$ cat src/rtl/pc_next_ctrl_if.sv
// Fetch-control bundle between the PC controller, the EX branch decision and the
// instruction-memory request port.
interface pc_next_ctrl_if #(
  parameter int XLEN = 32
);
  logic            stall;
  logic            pc_src;
  logic [XLEN-1:0] branch_target;
  logic            imem_ready;
  logic [XLEN-1:0] pc;
  logic            imem_req;
  logic            flush;
  logic            misalign;
  logic [15:0]     redirect_cnt;

  // Handshake: a fetch of pc transfers in any cycle where imem_req && imem_ready.
  // While imem_req is high and not yet accepted, pc is held stable.
  modport master (
    input  stall, pc_src, branch_target, imem_ready,
    output pc, imem_req, flush, misalign, redirect_cnt
  );

  modport slave (
    output stall, pc_src, branch_target, imem_ready,
    input  pc, imem_req, flush, misalign, redirect_cnt
  );
endinterface

$ cat src/rtl/pc_next_ctrl.sv
// Program-counter owner: sequential fetch over valid/ready, branch redirect with
// a fixed-length IF/ID flush window.
module pc_next_ctrl #(
  parameter int              XLEN         = 32,
  parameter logic [XLEN-1:0] RESET_PC     = '0,
  parameter int              FLUSH_CYCLES = 2
) (
  input  logic               clk,
  input  logic               rst,
  pc_next_ctrl_if.master     bus,
  output logic [0:0]         state_o
);

  localparam logic [0:0] ST_RUN   = 1'b0;
  localparam logic [0:0] ST_FLUSH = 1'b1;
  localparam logic [3:0] FLUSH_INIT = 4'(FLUSH_CYCLES - 1);

  logic [0:0]      state_q, state_d;
  logic [XLEN-1:0] pc_q, pc_d;
  logic [3:0]      flush_cnt_q, flush_cnt_d;
  logic            misalign_q, misalign_d;
  logic [15:0]     redirect_cnt_q, redirect_cnt_d;
  logic            imem_req;
  logic            transfer;

  assign imem_req = (state_q == ST_RUN) && !bus.stall && !rst;
  assign transfer = imem_req && bus.imem_ready;

  always_comb begin
    state_d        = state_q;
    pc_d           = pc_q;
    flush_cnt_d    = flush_cnt_q;
    misalign_d     = 1'b0;
    redirect_cnt_d = redirect_cnt_q;
    case (state_q)
      ST_RUN: begin
        // A redirect discards any fetch of the old pc accepted this same cycle.
        if (bus.pc_src) begin
          pc_d           = {bus.branch_target[XLEN-1:2], 2'b00};
          state_d        = ST_FLUSH;
          flush_cnt_d    = FLUSH_INIT;
          misalign_d     = |bus.branch_target[1:0];
          redirect_cnt_d = redirect_cnt_q + 16'd1;
        end else if (transfer) begin
          pc_d = pc_q + XLEN'(4);
        end
      end
      ST_FLUSH: begin
        // pc_src here comes from a wrong-path instruction and is ignored.
        if (flush_cnt_q == 4'd0) begin
          state_d = ST_RUN;
        end else begin
          flush_cnt_d = flush_cnt_q - 4'd1;
        end
      end
      default: state_d = ST_RUN;
    endcase
  end

  always_ff @(posedge clk) begin
    if (rst) begin
      state_q        <= ST_RUN;
      pc_q           <= RESET_PC;
      flush_cnt_q    <= 4'd0;
      misalign_q     <= 1'b0;
      redirect_cnt_q <= 16'd0;
    end else begin
      state_q        <= state_d;
      pc_q           <= pc_d;
      flush_cnt_q    <= flush_cnt_d;
      misalign_q     <= misalign_d;
      redirect_cnt_q <= redirect_cnt_d;
    end
  end

  assign bus.pc           = pc_q;
  assign bus.imem_req     = imem_req;
  assign bus.flush        = (state_q == ST_FLUSH);
  assign bus.misalign     = misalign_q;
  assign bus.redirect_cnt = redirect_cnt_q;
  assign state_o          = state_q;

endmodule

$ cat src/flat_wrapper.sv
// flat-port wrapper written by rule: the top's interface ports become plain ports
module pc_next_ctrl_flat 
#(
  parameter int              XLEN         = 32,
  parameter logic [XLEN-1:0] RESET_PC     = '0,
  parameter int              FLUSH_CYCLES = 2
)
  (clk, rst, state_o, bus_stall, bus_pc_src, bus_branch_target, bus_imem_ready, bus_pc, bus_imem_req, bus_flush, bus_misalign, bus_redirect_cnt);
  pc_next_ctrl_if #(.XLEN(XLEN)) bus_i ();
  input  logic clk;
  input  logic rst;
  output logic [0:0] state_o;
  input wire logic [$bits(bus_i.stall)-1:0] bus_stall;
  input wire logic [$bits(bus_i.pc_src)-1:0] bus_pc_src;
  input wire logic [$bits(bus_i.branch_target)-1:0] bus_branch_target;
  input wire logic [$bits(bus_i.imem_ready)-1:0] bus_imem_ready;
  output wire logic [$bits(bus_i.pc)-1:0] bus_pc;
  output wire logic [$bits(bus_i.imem_req)-1:0] bus_imem_req;
  output wire logic [$bits(bus_i.flush)-1:0] bus_flush;
  output wire logic [$bits(bus_i.misalign)-1:0] bus_misalign;
  output wire logic [$bits(bus_i.redirect_cnt)-1:0] bus_redirect_cnt;
  assign bus_i.stall = bus_stall;
  assign bus_i.pc_src = bus_pc_src;
  assign bus_i.branch_target = bus_branch_target;
  assign bus_i.imem_ready = bus_imem_ready;
  assign bus_pc = bus_i.pc;
  assign bus_imem_req = bus_i.imem_req;
  assign bus_flush = bus_i.flush;
  assign bus_misalign = bus_i.misalign;
  assign bus_redirect_cnt = bus_i.redirect_cnt;
  pc_next_ctrl #(.XLEN(XLEN), .RESET_PC(RESET_PC), .FLUSH_CYCLES(FLUSH_CYCLES)) u_core (.clk(clk), .rst(rst), .bus(bus_i), .state_o(state_o));
endmodule
$ cat config.mk
export PLATFORM = sky130hd
export DESIGN_NAME = pc_next_ctrl_flat
export DESIGN_NICKNAME = d
export VERILOG_FILES = /design/src/rtl/pc_next_ctrl_if.sv /design/src/rtl/pc_next_ctrl.sv /design/src/flat_wrapper.sv
export SDC_FILE = /design/constraint.sdc
export NUM_CORES = 1
export LEC_CHECK = 0
export CAP_MARGIN = 40
export CORE_UTILIZATION = 40
export CTS_CLUSTER_DIAMETER = 60
export DETAILED_ROUTE_END_ITERATION = 6
export MAX_ROUTING_LAYER = met4
export PLACE_DENSITY = 0.7
export SETUP_SLACK_MARGIN = 0.5
export SLEW_MARGIN = 20
export SYNTH_ARGS = -nofsm -noshare
export SYNTH_HDL_FRONTEND = slang
export SYNTH_SLANG_ARGS = --single-unit
$ cat constraint.sdc
create_clock -name clk -period 4.3 [get_ports clk]
set_input_delay 0.86 -clock clk [delete_from_list [all_inputs] [get_ports clk]]
set_output_delay 0.86 -clock clk [all_outputs]
set_load 0.005 [all_outputs]
Yosys cells after proc, flatten, opt, wreduce, memory -nomap -nowiden
Cells that the tools add are included.
{ "classes": {"mux": 8, "n_eq_ne": 2, "reduce_logical": 12, "bitwise": 2, "add_sub_neg": 3} }
{ "ops": {"columns": ["cell", "n"], "rows": [
  ["32-bit 2-to-1 mux", 2],
  ["32-bit by 3-bit adder with 32-bit output, second input constant", 1],
  ["16-bit by 1-bit adder with 16-bit output, second input constant", 1],
  ["4-bit 2-to-1 mux", 2],
  ["4-bit one-hot mux with 2 select lines", 1],
  ["2-bit AND reduction", 3],
  ["4-bit logical NOT", 1],
  ["2-bit inequality test, second input constant", 2],
  ["4-bit by 1-bit subtractor with 4-bit output, second input constant", 1],
  ["1-bit logical AND", 3],
  ["3-bit OR reduction", 1],
  ["1-bit logical NOT", 2],
  ["1-bit 2-to-1 mux", 2],
  ["1-bit inverter", 2],
  ["1-bit one-hot mux with 2 select lines", 1],
  ["2-bit nonzero test", 1],
  ["2-bit OR reduction", 1]
]} }
{ "word_totals": {"word_cells": 32, "register_bits": 54, "output_inout_bits": 52, "input_bits": 37} }

Depth between registers and ports, before layout
Gate-level depths: netlist of the first run.
{ "depth": {"ltp_word": 6, "mapped_depth": 7, "mapped_depth_nobuf": 7} }

Worst setup path before layout of the first run
No wires, ideal clock.
{ "synth_timing": {"kind": "input to output", "start": "in rst", "end": "out bus_imem_req", "arrival_time_ns": 1.472, "path_slack_ns": 1.968, "cell_stages": 3, "n_path_buf": 2, "required_time_ns": 3.440, "path_cell_list": "clkbuf_1 -> buf_1 -> nor3_1"} }
{ "synth_via": {"elab_chain_len": 2} }
{ "synth_rtl": {"columns": ["item", "line_no", "text"], "rows": [
  ["start: declaration", "flat_wrapper.sv:11", "input logic rst;"],
  ["1-bit logical NOT", "pc_next_ctrl.sv:26", "assign imem_req = (state_q == ST_RUN) && !bus.stall && !rst;"],
  ["1-bit logical AND", "pc_next_ctrl.sv:26", null],
  ["end: declaration", "flat_wrapper.sv:18", "output wire logic [$bits(bus_i.imem_req)-1:0] bus_imem_req;"]
]} }
No other way between the ends.

Worst setup path in the final report of the first run
{ "layout_timing": {"start": "in bus_stall", "end": "reg u_core.pc_q[17] (netlist: u_core.bus.pc[17])"} }
{ "layout_via": {"elab_chain_len": 6} }
{ "layout_rtl": {"columns": ["item", "line_no", "text"], "rows": [
  ["start: declaration", "flat_wrapper.sv:13", "input wire logic [$bits(bus_i.stall)-1:0] bus_stall;"],
  ["1-bit logical NOT", "pc_next_ctrl.sv:26", null],
  ["1-bit logical AND (2 in series)", "pc_next_ctrl.sv:26", null],
  ["1-bit logical AND", "pc_next_ctrl.sv:27", "assign transfer = imem_req && bus.imem_ready;"],
  ["2-bit nonzero test (no line)", null, null],
  ["2-bit AND reduction (no line)", null, null],
  ["end signal: assignment", "pc_next_ctrl.sv:69", "pc_q <= pc_d;"],
  ["end: declaration", "pc_next_ctrl.sv:19", "logic [XLEN-1:0] pc_q, pc_d;"]
]} }
No other way between the ends.
A chain may end at the register's enable or synchronous reset.

==> results of run 1 <==
## stage by stage
stage	hold slack (ns)	area, sq um	cells	setup WS, ns
2_1_floorplan	0.439	2910	379	1.97
3_3_place_gp	0.460	3820	541	1.22
3_5_place_dp	0.468	3830	542	1.10
4_1_cts	0.482	3920	549	1.41
5_1_grt	0.499	3940	551	1.25
6_report	0.474	3940	551	1.40
## worst reg2reg max path: stages (launching register included)
cell,delay (ns)
sky130_fd_sc_hd__dfxtp_1,0.39
sky130_fd_sc_hd__nor4b_1,0.57
sky130_fd_sc_hd__nand2b_1,0.39
sky130_fd_sc_hd__buf_4,0.34
sky130_fd_sc_hd__nand4_1,0.12
sky130_fd_sc_hd__a2111oi_0,0.36
## routing by layer
| metal | wire length [um] | part of all wire [%] |
|---|---|---|
| met1 | 3980 | 48 |
| met2 | 3800 | 46 |
| met3 | 429 | 5.2 |
| met4 | 65 | 0.79 |
| met5 | 0 | 0 |
## placed cells by master, fill, tap and decap left out, drive strengths merged, types with 8 or more instances in the layout
cell,count
clkbuf,8
nor3,11
nand3,16
o21ai,15
buf,9
a31oi,8
dfxtp,52
a21oi,29
nor2,47
nand4,16
and3,9
xnor2,8
nand2,35
clkdlybuf4s50,85
nor4,10
a211oi,9
## power by group
| part | internal (mW) | switching, mW | total [mW] | leakage [nW] |
|---|---|---|---|---|
| sequential | 0.509 | 0.0410 | 0.550 | 0.425 |
| clock | 0.144 | 0.157 | 0.301 | 0.0503 |
| combinational | 0.119 | 0.0977 | 0.217 | 0.863 |
| total | 0.772 | 0.296 | 1.07 | 1.34 |
## registers in the layout (all words and copies together), names as in the netlist
| register | flops |
|---|---|
| u_core.bus.pc | 30 |
| u_core.bus.redirect_cnt | 16 |
| u_core.flush_cnt_q | 4 |
| u_core.bus.flush | 1 |
| u_core.bus.misalign | 1 |
## cell usage after synthesis, types with 2 or more instances
cell type,count,area [sq um]
sky130_fd_sc_hd__inv_1,7,26.3
sky130_fd_sc_hd__nand2_1,34,128
sky130_fd_sc_hd__and4_1,5,43.8
sky130_fd_sc_hd__a22o_1,2,17.5
sky130_fd_sc_hd__and3_1,7,43.8
sky130_fd_sc_hd__nor2b_1,3,18.8
sky130_fd_sc_hd__or3_1,7,43.8
sky130_fd_sc_hd__o21a_1,2,15.0
sky130_fd_sc_hd__nand3_1,15,75.1
sky130_fd_sc_hd__nand2b_1,5,31.3
sky130_fd_sc_hd__dfxtp_1,52,1040
sky130_fd_sc_hd__buf_2,2,10.0
sky130_fd_sc_hd__buf_4,3,22.5
sky130_fd_sc_hd__nor4_2,2,25.0
sky130_fd_sc_hd__o21bai_1,2,15.0
sky130_fd_sc_hd__ha_1,3,37.5
sky130_fd_sc_hd__o22ai_1,5,31.3
sky130_fd_sc_hd__nor3_1,11,55.1
sky130_fd_sc_hd__and2_1,2,12.5
sky130_fd_sc_hd__o211ai_1,2,15.0
sky130_fd_sc_hd__xor2_1,6,52.6
sky130_fd_sc_hd__clkbuf_1,17,63.8
sky130_fd_sc_hd__a22oi_1,4,30.0
sky130_fd_sc_hd__o21ai_0,15,75.1
sky130_fd_sc_hd__o31ai_1,6,45.0
sky130_fd_sc_hd__nand4_1,16,100
sky130_fd_sc_hd__a21oi_1,29,145
sky130_fd_sc_hd__xnor2_1,8,70.1
sky130_fd_sc_hd__nor2_1,47,176
sky130_fd_sc_hd__a211oi_1,9,67.6
sky130_fd_sc_hd__a21o_1,4,30.0
sky130_fd_sc_hd__nor4_1,8,50.1
sky130_fd_sc_hd__a2111oi_0,3,26.3
sky130_fd_sc_hd__buf_1,3,11.3
sky130_fd_sc_hd__a31oi_1,8,50.1
## final cells by class
type,instances,area (sq um),share of cell area [%]
sequential,52,1040,26.4
tap,96,120,3.05
inverter,7,26.3,0.667
timing repair buffer,95,921,23.4
multi-input combinational,294,1730,44.0
clock buffer,7,96.3,2.45
## logic make-up after synthesis
group	count (synthesis)	share of synthesized area, %
compound gates	102	22.8
flops	52	35.8
fa+ha+maj	3	1.29
xor+xnor	14	4.21
mux	1	0.344
buf+inv	33	4.77
simple gates	172	30.7
other cells	1	0.129
## worst max-delay path by stage
| stage | depth (start not counted) | end | startpoint | slack, ns |
|---|---|---|---|---|
| 2_1_floorplan | 3 | bus_imem_req | rst | 1.97 |
| 3_3_place_gp | 6 | u_core.bus.pc[17] | bus_stall | 1.22 |
| 3_5_place_dp | 6 | u_core.bus.pc[17] | bus_stall | 1.10 |
| 4_1_cts | 3 | bus_imem_req | bus_stall | 1.41 |
| 5_1_grt | 6 | u_core.bus.pc[17] | bus_stall | 1.25 |
| 6_report | 6 | u_core.bus.pc[17] | bus_stall | 1.40 |
==> Implementation_results.wiki, run 1 <==
{| class="wikitable"
! Metric !! Value
|-
| IR drop worst, VDD || 0.140 mV
|-
| Family of cells with the greatest summed delay on the critical path || simple AND/OR/NAND/NOR gates
|-
| Arrival time at the worst endpoint || 3.09 ns
|-
| Net count reported at finish || 495
|-
| Starting density of the core || 42.1%
|-
| Cells traversed along the worst timing path || clkdlybuf4s50_1 > nor4b_1 > nand2b_1 > buf_4 > nand4_1 > a2111oi_0
|-
| Hold buffer count at CTS || 0
|-
| Number of buffer cells added on primary ports || 86
|-
| Unrepaired setup endpoints after global routing || false
|-
| Hold worst-path end || u_core.flush_cnt_q[3]
|-
| Count of state elements after synthesis || 52
|-
| Mapped cell area || 2910 sq um
|-
| Slew Viols, Final || 0
|-
| Wire length of the first global-routing pass || 13600 um
|-
| CTS tree || done
|-
| TNS Setup || 0 ns
|-
| Vias in the first global route || 2830
|-
| Iteration-0 DRC count of the detailed router || 290
|-
| Number of design rule violations left after detail routing || 0
|-
| Hpwl dp || 5700 um
|-
| Max-Cap Viols || 0
|-
| Launching element type of the critical path || input pin
|-
| Number of warnings issued by yosys || 0
|-
| CP bufs+invs || 2
|-
| Transition time at the pin with the least slew margin || 0.686 ns
|-
| Time the final worst path needs with I/O delays and setup || 2.90 ns
|-
| Number of search-and-repair iterations in the first detailed-routing pass || 4
|-
| Hold_sp || u_core.flush_cnt_q[3]
|-
| Average size of a mapped cell || 7.70 sq um
|-
| Level count of the clock H-tree || 2
|-
| Cell Pwr Density || 271 nW/um^2
|-
| Wire length per cell after detailed routing || 15.0 um
|-
| Initial antenna violation count || 0
|-
| # fillers || 659
|-
| Endpoint of the most critical register-to-register path || u_core.bus.pc[17]
|-
| Class of the tightest hold or removal check || reg -> reg
|-
| Critical path peak fanout || 23
|-
| Crit end category || flip-flop
|-
| Die Wd || 87.3 um
|-
| Gates resized, CTS repair || 0
|-
| Vias || 3077
|-
| Critical setup path kind || in -> reg
|-
| Maximum achievable frequency || 345 MHz
|-
| Area of the die || 7620 sq um
|-
| Share of the core filled with cells in the final layout || 57.0%
|-
| IO Pins || 89
|-
| Number of cells produced by synthesis || 378
|-
| Count of inserted antenna diode cells || 0
|-
| Number of hold violations in the final report || 0
|-
| Worst-path cell with the longest stage delay || sky130_fd_sc_hd__nor4b_1
|-
| Sequential-to-total area share from yosys stat || 35.8%
|-
| GR Util met1 || 32.6%
|-
| Grt total ovfl || 0
|-
| Clock Tree Buf Depth || 2
|-
| Weighted congestion reported at the end of routability-driven placement || 0.877
|-
| Post-synth ARST share || 0%
|-
| Placement row count || 30
|-
| Peak-usage layer in the global routing report || met2
|-
| Setup slack of the worst register-to-register path || 2.02 ns
|-
| Clk_skew || 0.00741 ns
|-
| Clock-pin slew reported for the worst setup and hold paths after clock tree synthesis || 0.09 ns
|-
| Worst R2R Start || u_core.bus.flush
|-
| M2 GR Usage || 34.2%
|-
| TritonCTS Sinks || 52
|-
| Chip height || 87.3 um
|-
| Clock latency reported for the late side of the worst-skew pair || 0.30 ns
|-
| Worst EP required || 4.49 ns
|-
| EDFF count, synth || 0
|-
| Setup Fix Bufs, Post-CTS || 0
|-
| Share of cells above drive strength 1 || 5.71%
|-
| Hold path cells || 1
|-
| Layout overhead on the synthesized area || 35.3%
|-
| Number of buffers created by CTS || 5
|-
| Outcome || finished, final reports clean
|-
| Root Driver || sky130_fd_sc_hd__clkbuf_8
|-
| Final setup fails || 0
|-
| Per-cell via count in the routed design || 5.58
|-
| Number of nets with antenna violations after routing || 0
|-
| Global-route usage over all layers || 22.8%
|-
| Depth of the worst register-to-register path || 5
|-
| Routed wire length || 8270 um
|-
| Worst relative slew slack || 53.9%
|-
| Total power consumption of the routed design || 1.07 mW
|-
| Area of the core || 6910 sq um
|-
| Met3 Track Usage GR || 2.75%
|-
| Share of the clock period used by the worst path || 67.3%
|-
| Top_reg_cell synth || sky130_fd_sc_hd__dfxtp_1
|-
| Largest incremental delay on the critical path || 0.55 ns
|-
| Unique masters post-synth || 59
|-
| Maximum number of pins on one net before global-route repair || 58
|-
| Cell leakage power || 1.34 nW
|}
Note: power is estimated with default switching activity, not from simulation.
==> inputs of run 2 (changes only) <==
==> constraint.sdc (replaced) <==
create_clock -name clk -period 2.9 [get_ports clk]
set_input_delay 0.58 -clock clk [delete_from_list [all_inputs] [get_ports clk]]
set_output_delay 0.58 -clock clk [all_outputs]
set_load 0.005 [all_outputs]
==> Implementation_results.wiki, run 2 (synthesis results as in run 1) <==
{| class="wikitable"
! Metric !! Value
|-
| Switching power summed over all nets || 0.438 mW (was 0.296 mW)
|-
| Number of search-and-repair iterations in the first detailed-routing pass || 4 (unchanged)
|-
| TritonCTS Sinks || 52 (unchanged)
|-
| Wire length per cell after detailed routing || 14.8 um (was 15.0 um)
|-
| Cell area reported after detailed placement || 3860 sq um (was 3830 sq um)
|-
| Maximum achievable frequency || 428 MHz
|-
| Global-route usage over all layers || 22.3% (was 22.8%)
|-
| Die Wd || 87.3 um (unchanged)
|-
| Clock Tree Buf Depth || 2 (unchanged)
|-
| Worst relative slew slack || 52.7% (was 53.9%)
|-
| Count of inserted antenna diode cells || 0 (unchanged)
|-
| Area of the die || 7620 sq um (unchanged)
|-
| GR Util met1 || 30.6% (was 32.6%)
|-
| Crit end category || output pin (was flip-flop)
|-
| Hold worst-path end || u_core.flush_cnt_q[3] (unchanged)
|-
| Outcome || finished, final reports clean (unchanged)
|-
| Depth of the worst register-to-register path || 5 (unchanged)
|-
| Iteration-0 DRC count of the detailed router || 240 (was 290)
|-
| Wire length of the first global-routing pass || 13200 um (was 13600 um)
|-
| Switching Share || 27.9% (was 27.7%)
|-
| Crit-path most repeated cell || sky130_fd_sc_hd__clkdlybuf4s50_1
|-
| Vias || 3107 (was 3077)
|-
| Slew Viols, Final || 0 (unchanged)
|-
| CTS tree || done (unchanged)
|-
| Most frequent standard cell in the layout excluding fill and tap cells || sky130_fd_sc_hd__clkdlybuf4s50_1 (unchanged)
|-
| Time the final worst path needs with I/O delays and setup || 2.34 ns
|-
| Critical setup path kind || in -> out (was in -> reg)
|-
| Initial antenna violation count || 0 (unchanged)
|-
| Maximum number of pins on one net before global-route repair || 57 (was 58)
|-
| Transition time at the pin with the least slew margin || 0.704 ns (was 0.686 ns)
|-
| Per-cell via count in the routed design || 5.60 (was 5.58)
|-
| Net count reported at finish || 498 (was 495)
|-
| Share of cells above drive strength 1 || 6.54% (was 5.71%)
|-
| Max-Cap Viols || 0 (unchanged)
|-
| IR drop worst, VDD || 0.237 mV (was 0.140 mV)
|-
| Comb pwr share || 20.9% (was 20.3%)
|-
| Clock-pin slew reported for the worst setup and hold paths after clock tree synthesis || 0.09 ns (about the same)
|-
| Number of flip-flops under the largest register name || 30 (unchanged)
|-
| Setup slack of the worst register-to-register path || 0.77 ns (was 2.02 ns)
|-
| Routed wire length || 8200 um (was 8270 um)
|-
| First element of the critical path || bus_stall (unchanged)
|-
| Hold_sp || u_core.flush_cnt_q[3] (unchanged)
|-
| Number of hold violations in the final report || 0 (unchanged)
|-
| Number of nets with antenna violations after routing || 0 (unchanged)
|-
| Hold path cells || 1 (unchanged)
|-
| Met3 Track Usage GR || 3.13% (was 2.75%)
|-
| Arrival time at the worst endpoint || 1.76 ns (was 3.09 ns)
|-
| Placement row count || 30 (unchanged)
|-
| PnR worst setup slack || 0.564 ns (was 1.40 ns)
|-
| Root Driver || sky130_fd_sc_hd__clkbuf_8 (unchanged)
|-
| Sequential power share || 51.9% (was 51.5%)
|-
| Cells traversed along the worst timing path || clkdlybuf4s50_1 > nor3_1 > clkdlybuf4s50_1 (was clkdlybuf4s50_1 > nor4b_1 > nand2b_1 > buf_4 > nand4_1 > a2111oi_0)
|-
| Final setup fails || 0 (unchanged)
|-
| IO Pins || 89 (unchanged)
|-
| Largest incremental delay on the critical path || 0.52 ns (was 0.55 ns)
|-
| Number of buffer cells added on primary ports || 86 (unchanged)
|-
| Clock latency reported for the late side of the worst-skew pair || 0.30 ns (about the same)
|-
| Peak-usage layer in the global routing report || met2 (unchanged)
|-
| Number of buffers created by CTS || 5 (unchanged)
|-
| Worst EP required || 2.32 ns (was 4.49 ns)
|-
| Clk_skew || 0.00515 ns (was 0.00741 ns)
|-
| Worst R2R Start || u_core.bus.pc[2] (was u_core.bus.flush)
|-
| Weighted congestion reported at the end of routability-driven placement || 0.852 (was 0.877)
|-
| M2 GR Usage || 34.7% (was 34.2%)
|-
| Layout overhead on the synthesized area || 36.2% (was 35.3%)
|-
| Unrepaired setup endpoints after global routing || true (was false)
|-
| Grt total ovfl || 0 (unchanged)
|-
| Vias in the first global route || 2780 (was 2830)
|-
| Final design instance area without fill || 3960 sq um (was 3940 sq um)
|-
| Class of the tightest hold or removal check || reg -> reg (unchanged)
|-
| Hpwl dp || 5800 um (was 5700 um)
|-
| Leading cell types in the layout, fill and taps excluded || 85 x sky130_fd_sc_hd__clkdlybuf4s50_1, 52 x sky130_fd_sc_hd__dfxtp_1, 47 x sky130_fd_sc_hd__nor2_1, 34 x sky130_fd_sc_hd__nand2_1, 29 x sky130_fd_sc_hd__a21oi_1 (unchanged)
|-
| # fillers || 639 (was 659)
|-
| TNS Setup || 0 ns (unchanged)
|-
| Number of design rule violations left after detail routing || 0 (unchanged)
|-
| Chip height || 87.3 um (unchanged)
|-
| Starting density of the core || 42.1% (unchanged)
|-
| Area of the core || 6910 sq um (unchanged)
|-
| Worst-path cell with the longest stage delay || sky130_fd_sc_hd__clkdlybuf4s50_1 (was sky130_fd_sc_hd__nor4b_1)
|-
| Critical path peak fanout || 3 (was 23)
|-
| Level count of the clock H-tree || 2 (unchanged)
|-
| Cell leakage power || 1.35 nW (was 1.34 nW)
|-
| Share of the clock period used by the worst path || 80.6%
|-
| Endpoint of the most critical register-to-register path || u_core.bus.pc[29] (was u_core.bus.pc[17])
|-
| Launching element type of the critical path || input pin (unchanged)
|-
| Pre-CTS setup slack || 0.256 ns (was 1.10 ns)
|-
| Clock Power Share || 27.1% (was 28.2%)
|-
| Internal power consumption || 1.13 mW (was 0.772 mW)
|-
| Total power consumption of the routed design || 1.57 mW (was 1.07 mW)
|-
| Cell Pwr Density || 396 nW/um^2 (was 271 nW/um^2)
|}
==> run 2: worst max path at each step <==
stage | end | slack (ns) | cells after the start
after floorplan | u_core.bus.pc[29] | 0.94 | 5
after global placement | u_core.bus.pc[23] | 0.34 | 7
after detailed placement | u_core.bus.pc[28] | 0.26 | 7
after CTS | bus_imem_req | 0.56 | 3
after global routing | bus_imem_req | 0.50 | 3
final | bus_imem_req | 0.56 | 3
==> run 2: area by class of cell <==
cell class / count / area (sq um) / area share (%)
clock buffer: 8 / 90.1 / 2.27
sequential: 52 / 1040 / 26.3
multi-input combinational: 294 / 1740 / 44.0
inverter: 7 / 26.3 / 0.663
tap: 96 / 120 / 3.03
timing repair buffer: 98 / 943 / 23.8
==> run 2: repair_timing <==
| item | in CTS | in global routing |
|---|---|---|
| buffers inserted | 0 | 0 |
| setup endpoints to repair | 0 | 13 |
| gates resized for setup | 0 | 2 |
| hold buffers | 0 | 0 |
==> run 2: worst max-delay path, delay by kind of cell <==
kind          cells  cell delay, ns
buf+inv           2            0.98
simple gates      1            0.19
==> run 2: stage by stage <==
stage / instances / utilization [%] / hold WS (ns)
floorplan: 379 / - / 0.439
global placement: 546 / 55.9 / 0.458
detailed placement: 547 / 56.0 / 0.468
CTS: 555 / 57.3 / 0.484
global route: 555 / 57.4 / 0.522
finish: 555 / 57.4 / 0.484
==> run 2: power by group through the flow <==
| stage | Combinational (mW) | Clock [mW] | Sequential (mW) |
|---|---|---|---|
| 6_report | 0.329 | 0.426 | 0.815 |
| 5_1_grt | 0.363 | 0.466 | 0.822 |
| 2_1_floorplan | 0.160 | 0 | 0.817 |
| 3_5_place_dp | 0.326 | 0 | 0.830 |
| 4_1_cts | 0.328 | 0.438 | 0.814 |
| 3_3_place_gp | 0.321 | 0 | 0.829 |
==> run 2: per-layer routing <==
layer,vias to the layer above,routed length (um)
li1,1561,-
met1,1443,3970
met2,94,3760
met3,9,360
met4,0,107
met5,-,0
